$ cat src/rtl/ifm_row_loader.sv
// rtl/ifm_row_loader.sv - fetches one IFM row from memory into a rotating line-buffer slot
module ifm_row_loader #(
  parameter int W_SIZE    = 12,
  parameter int W_CHANNEL = 5,
  parameter int IFM_DW    = 32,
  parameter int BUF_AW    = 9,
  parameter int MEM_AW    = 32
) (
  input  logic                 clk,
  input  logic                 rstn,
  input  logic [W_SIZE-1:0]    q_width,
  input  logic [W_CHANNEL-1:0] q_channel,
  input  logic [MEM_AW-1:0]    q_base_addr,
  input  logic                 c_req_load,
  input  logic [W_SIZE-1:0]    c_req_row,
  output logic                 o_req_ready,
  output logic                 o_mem_req,
  output logic [MEM_AW-1:0]    o_mem_addr,
  input  logic                 i_mem_ack,
  input  logic                 i_mem_rvalid,
  input  logic [IFM_DW-1:0]    i_mem_rdata,
  output logic [2:0]           o_ib_we,
  output logic [BUF_AW-1:0]    o_ib_addr,
  output logic [IFM_DW-1:0]    o_ib_wdata,
  output logic                 o_ib_done,
  output logic [1:0]           o_ib_done_slot,
  output logic                 o_busy
);

  localparam int W_N    = W_SIZE + W_CHANNEL;
  localparam int W_CNT  = BUF_AW + 1;
  localparam int W_PROD = W_SIZE + W_N;

  localparam logic [1:0] S_IDLE  = 2'd0;
  localparam logic [1:0] S_ISSUE = 2'd1;
  localparam logic [1:0] S_DRAIN = 2'd2;
  localparam logic [1:0] S_DONE  = 2'd3;

  logic [1:0]        state_q,     state_d;
  logic              pend_q,      pend_d;
  logic [W_SIZE-1:0] pend_row_q,  pend_row_d;
  logic [1:0]        slot_q,      slot_d;
  logic [MEM_AW-1:0] addr_q,      addr_d;
  logic [W_CNT-1:0]  issue_cnt_q, issue_cnt_d;
  logic [W_CNT-1:0]  recv_cnt_q,  recv_cnt_d;
  logic [2:0]        we_q,        we_d;
  logic [BUF_AW-1:0] ib_addr_q,   ib_addr_d;
  logic [IFM_DW-1:0] wdata_q,     wdata_d;

  logic [W_N-1:0]    n_words;
  logic [W_N-1:0]    issue_ext;
  logic [W_N-1:0]    recv_ext;
  logic              accept;
  logic              start;
  logic [W_SIZE-1:0] start_row;
  logic [W_PROD-1:0] start_prod;
  logic [MEM_AW-1:0] start_addr;
  logic [1:0]        start_slot;
  logic              mem_req;
  logic              recv_en;

  // Row geometry, start address/slot of the row about to begin, and handshake qualifiers
  always_comb begin
    n_words    = W_N'(q_width) * W_N'(q_channel);
    issue_ext  = W_N'(issue_cnt_q);
    recv_ext   = W_N'(recv_cnt_q);
    accept     = c_req_load && !pend_q;
    // A pending request always wins in IDLE; ready is low then, so no new one can collide
    start_row  = pend_q ? pend_row_q : c_req_row;
    start      = (state_q == S_IDLE) && (pend_q || c_req_load);
    // Full-width product, then wrap into the memory address space
    start_prod = W_PROD'(start_row) * W_PROD'(n_words);
    start_addr = q_base_addr + MEM_AW'(start_prod);
    start_slot = 2'(start_row % W_SIZE'(3));
    mem_req    = (state_q == S_ISSUE) && (issue_ext < n_words);
    recv_en    = ((state_q == S_ISSUE) || (state_q == S_DRAIN)) && i_mem_rvalid &&
                 (recv_ext < n_words);
  end

  // Next-state logic: request capture, issue sequencing and the registered write path
  always_comb begin
    state_d     = state_q;
    pend_d      = pend_q;
    pend_row_d  = pend_row_q;
    slot_d      = slot_q;
    addr_d      = addr_q;
    issue_cnt_d = issue_cnt_q;
    recv_cnt_d  = recv_cnt_q;
    we_d        = 3'b000;
    ib_addr_d   = ib_addr_q;
    wdata_d     = wdata_q;

    if (state_q == S_IDLE) begin
      if (pend_q) pend_d = 1'b0;
    end else if (accept) begin
      pend_d     = 1'b1;
      pend_row_d = c_req_row;
    end

    if (recv_en) begin
      we_d       = 3'b001 << slot_q;
      ib_addr_d  = recv_cnt_q[BUF_AW-1:0];
      wdata_d    = i_mem_rdata;
      recv_cnt_d = recv_cnt_q + W_CNT'(1);
    end

    case (state_q)
      S_IDLE: begin
        if (start) begin
          issue_cnt_d = '0;
          recv_cnt_d  = '0;
          addr_d      = start_addr;
          slot_d      = start_slot;
          state_d     = S_ISSUE;
        end
      end
      S_ISSUE: begin
        if (n_words == '0) begin
          state_d = S_DONE;
        end else if (mem_req && i_mem_ack) begin
          addr_d      = addr_q + MEM_AW'(1);
          issue_cnt_d = issue_cnt_q + W_CNT'(1);
          if (issue_ext + W_N'(1) == n_words) state_d = S_DRAIN;
        end
      end
      S_DRAIN: begin
        if (recv_ext == n_words) state_d = S_DONE;
      end
      S_DONE: begin
        state_d = S_IDLE;
      end
      default: begin
        state_d = S_IDLE;
      end
    endcase
  end

  // State registers; reset aborts any load in flight
  always_ff @(posedge clk or negedge rstn) begin
    if (!rstn) begin
      state_q     <= S_IDLE;
      pend_q      <= 1'b0;
      pend_row_q  <= '0;
      slot_q      <= 2'd0;
      addr_q      <= '0;
      issue_cnt_q <= '0;
      recv_cnt_q  <= '0;
      we_q        <= 3'b000;
      ib_addr_q   <= '0;
      wdata_q     <= '0;
    end else begin
      state_q     <= state_d;
      pend_q      <= pend_d;
      pend_row_q  <= pend_row_d;
      slot_q      <= slot_d;
      addr_q      <= addr_d;
      issue_cnt_q <= issue_cnt_d;
      recv_cnt_q  <= recv_cnt_d;
      we_q        <= we_d;
      ib_addr_q   <= ib_addr_d;
      wdata_q     <= wdata_d;
    end
  end

  assign o_req_ready    = !pend_q;
  assign o_mem_req      = mem_req;
  assign o_mem_addr     = addr_q;
  assign o_ib_we        = we_q;
  assign o_ib_addr      = ib_addr_q;
  assign o_ib_wdata     = wdata_q;
  assign o_ib_done      = (state_q == S_DONE);
  assign o_ib_done_slot = (state_q == S_DONE) ? slot_q : 2'd0;
  assign o_busy         = (state_q == S_ISSUE) || (state_q == S_DRAIN);

endmodule
$ cat config.mk
export PLATFORM = sky130hd
export DESIGN_NAME = ifm_row_loader
export DESIGN_NICKNAME = d
export VERILOG_FILES = /design/src/rtl/ifm_row_loader.sv
export SDC_FILE = /design/constraint.sdc
export NUM_CORES = 1
export LEC_CHECK = 0
export BUFFER_PORTS_ARGS = -buffer_cell sky130_fd_sc_hd__clkbuf_2
export CORE_ASPECT_RATIO = 0.5
export CORE_UTILIZATION = 50
export DETAILED_ROUTE_END_ITERATION = 10
export GPL_TIMING_DRIVEN = 0
export PLACE_DENSITY_LB_ADDON = 0.3
export SYNTH_ARGS = -nofsm -noshare
export SYNTH_HDL_FRONTEND = slang
export SYNTH_SLANG_ARGS = --single-unit
$ cat constraint.sdc
create_clock -name clk -period 7.5 [get_ports clk]
set_clock_uncertainty 0.2 [all_clocks]
set_input_delay 0.75 -clock clk [delete_from_list [all_inputs] [get_ports clk]]
set_output_delay 0.75 -clock clk [all_outputs]
set_load 0.02 [all_outputs]
==> results.py <==
metrics = {
    "status": {
        "outcome": "complete, but fails checks",
        "violations": "negative setup slack",
    },
    "cells_and_area": {
        "area_growth_syn_to_layout_pct": 23.58,
        "fin_util": 0.6392,
        "final_layout_size_suffix_gt1_frac": 0.2487,
        "nets": 2484,
        "fillers": 2522,
    },
    "timing": {
        "slew_violations": 0,
        "rsz0062_at_grt": "yes",
        "period_minus_slack_ns": 9.850,
        "hold_viol_final": 0,
        "worst_slack_ns": -2.350,
        "period_share": 1.313,
        "tightest_slew_ns": 0.9776,
        "final-setup-viol-count": 24,
        "slew_headroom": 0.3296,
        "fmax_mhz": 101.5,
    },
    "critical_path": {
        "critical_path.endpoint_type": "flop",
        "crit_slowest_cell": "fa_1",
        "crit_fanout": 10,
        "crit_path_frequent_cell": "fa_1",
        "crit_family": "adder cells",
        "critical_path_class": "in2reg",
        "startpoint_type": "input pin",
        "worstPathRequired_ns": 7.64,
        "slowest_delay_ns": 0.56,
        "worst-r2r-setup-slack_ns": -1.09,
        "worst_ep_arrival_time_ns": 9.99,
        "path_buf_inv": 10,
    },
    "placed_design": {
        "gp_congestion": 0.9522,
        "hpwl_um": 36120,
        "io_buffers": 179,
    },
    "routing": {
        "wl_per_cell_um": 20.12,
        "drc": 0,
        "avgViaCountPerCell": 5.840,
        "final_antenna_net_count": 0,
        "drtIter0Drc": 1566,
        "dr.pass1.iters": 6,
        "routed-via-count": 14520,
        "wirelength_um": 50040,
    },
    "floorplanning": {
        "start_util": 0.5172,
        "coreArea_um2": 30850,
        "dieArea_um2": 32680,
        "dieWidth_um": 254.7,
        "ios": 180,
        "die_y_um": 128.3,
        "rows": 45,
    },
    "logic_synthesis": {
        "yosysSeqAreaShare": 0.1772,
        "ys_ff_latch": 113,
        "yosys_warnings": 0,
        "synth_nets": 2215,
        "synth_edf_count": 0,
        "yosys.cell_types.count": 70,
        "synthArstFlopShare": 1.000,
        "synthCells": 1781,
        "ys.flop_type": "dfrtp_1",
        "syn_area_per_cell_um2": 8.960,
        "syn_area_um2": 15960,
    },
    "grt": {
        "antenna_found_initial": 1,
        "grt_max_degree": 89,
        "overflow": 0,
        "grt_pass1_wl_um": 75800,
        "grt_pass1_vias": 14320,
        "grt_usage": 0.3030,
    },
    "job": {
        "max_cap_viol_count": 0,
    },
    "worst_hold_path": {
        "min_path_type": "reg2reg",
    },
    "clock_tree": {
        "clk_pin_slew_ns": 0.06,
        "clk_path_buf_depth": 2,
        "cts_sinks": 113,
        "htree_levels": 4,
        "clock_latency_ns": 0.46,
        "cts_buffers": 17,
        "clockRootBuffer": "clkbuf_16",
        "cts_tree": "done",
    },
}
==> placed cells by master, fill, tap and decap left out, types with 9 or more instances in the layout <==
cell       count
buf_4         49
o21a_1        16
nand3_1       36
a21o_1        13
a31oi_1       35
mux2_2        63
xnor2_4        9
o21ai_1       14
nor3_1        20
nand2_1      203
or3_1         12
o211ai_1      13
ha_4          14
clkbuf_16     17
xnor2_1       25
nand2b_1      28
a21oi_1       71
and3_1        20
o31ai_1        9
fa_1         202
o21ai_0       41
dfrtp_1      113
buf_6         26
nor2_1        94
and2_1        65
buf_2         10
inv_1        226
nor4_1         9
nand4_1       16
o22ai_1       13
mux2i_1       13
a21oi_4       10
a21oi_2       18
clkbuf_2     177
clkbuf_1      43
ha_1         112
xor2_1        12
==> registers in the layout, summed over array words and instances (netlist names) <==
register / cells
issue_cnt_q: 10
state_q: 2
recv_cnt_q: 10
o_ib_we: 3
o_ib_addr: 9
pend_row_q: 12
o_mem_addr: 32
slot_q: 2
o_ib_wdata: 32
pend_q: 1
==> layout make-up <==
class	count	area [um2]	share of cell area
Multi-Input combinational cell	1359	12880	0.6531
Sequential cell	113	2828	0.1434
Timing Repair Buffer	254	1614	0.08184
Inverter	235	882.1	0.04473
Tap cell	423	529.3	0.02684
Clock buffer	17	425.4	0.02157
Buffer	70	370.4	0.01878
Clock inverter	15	190.2	0.009643
Antenna cell	1	2.502	0.0001269
==> worst reg2reg max path: cells and delay by family (launching register included) <==
kind	cells	cell delay, ns
AOI/OAI and AO/OA	9	1.53
and+or+nand+nor	3	0.48
DFF	1	0.34
muxes	1	0.37
adders and majority gates	6	2.90
xor gates and xnor gates	1	0.18
buffers and inverters	10	2.47
==> logic make-up after synthesis <==
logic type | after synthesis | synth area share
AND/OR/NAND/NOR | 552 | 0.1643
adder cells (fa/ha/maj) | 336 | 0.3613
AO/OA/AOI/OAI | 331 | 0.1305
buffers and inverters | 309 | 0.07511
flip-flops | 113 | 0.1772
multiplexers | 82 | 0.05880
XOR/XNOR | 58 | 0.03269
==> path summary, 6_finish.rpt <==
| check | start | end | depth (start not counted) |
|---|---|---|---|
| max reg2reg | pend_q | o_mem_addr[27] | 30 |
| min | o_ib_wdata[31] | o_ib_wdata[31] | 1 |
| max in group asynchronous | rstn | o_ib_wdata[28] | 3 |
| max | q_channel[2] | o_mem_addr[27] | 42 |
| min reg2reg | o_ib_wdata[31] | o_ib_wdata[31] | 1 |
| min in group asynchronous | rstn | o_ib_wdata[17] | 2 |
==> timing repair <==
action	CTS	global route
setup buffers	50	34
pin swaps	93	99
hold buffers	1	0
hold endpoints to repair	25	0
setup endpoints to repair	26	26
resized for setup	111	102
gates cloned	0	0
==> routing by layer <==
metal,routed length (um),GRT usage,part of all wire,vias up
li1,-,-,-,6487
met1,20400,0.4092,0.41,7174
met2,22580,0.4616,0.45,708
met3,5145,0.09970,0.10,154
met4,1907,0.09863,0.038,0
met5,0,0,0,-
==> per-stage QoR <==
step           worst slack (ns)  instances  hold slack (ns)  setup TNS (ns)  cell area, um2
6_report                 -2.350       2487           0.3037          -40.09           19720
2_1_floorplan            -2.036       1781           0.2544          -32.97           16110
4_1_cts                  -2.319       2460           0.3067          -38.65           19050
5_1_grt                  -2.676       2486           0.3160          -46.54           19720
3_5_place_dp             -3.039       2384           0.2920          -57.57           17580
3_3_place_gp             -2.985       2383           0.2748          -56.66           17540
==> cell usage after synthesis, types with 9 or more instances <==
| cell type | n | area (um2) |
|---|---|---|
| mux2_2 | 63 | 709.4 |
| dfrtp_1 | 113 | 2828 |
| clkbuf_1 | 56 | 210.2 |
| xnor2_1 | 41 | 359.1 |
| nor2_1 | 102 | 382.9 |
| nand3_1 | 36 | 180.2 |
| nand2_1 | 211 | 792.0 |
| and3_1 | 20 | 125.1 |
| ha_1 | 128 | 1602 |
| nand4_1 | 16 | 100.1 |
| nor3_1 | 22 | 110.1 |
| a21o_1 | 13 | 97.59 |
| xor2_1 | 16 | 140.1 |
| and2_1 | 68 | 425.4 |
| o21a_1 | 18 | 135.1 |
| buf_2 | 10 | 50.05 |
| a31oi_1 | 36 | 225.2 |
| o22ai_1 | 16 | 100.1 |
| nor4_1 | 9 | 56.30 |
| o211ai_1 | 13 | 97.59 |
| or3_1 | 13 | 81.33 |
| o31ai_1 | 11 | 82.58 |
| mux2i_1 | 13 | 130.1 |
| o21ai_0 | 58 | 290.3 |
| nand2b_1 | 28 | 175.2 |
| inv_1 | 234 | 878.3 |
| a21oi_1 | 99 | 495.5 |
| fa_1 | 208 | 4164 |
Power is left out: the tool's default activity adds up to more than one toggle a clock period on the data nets, which glitch-free logic cannot reach.
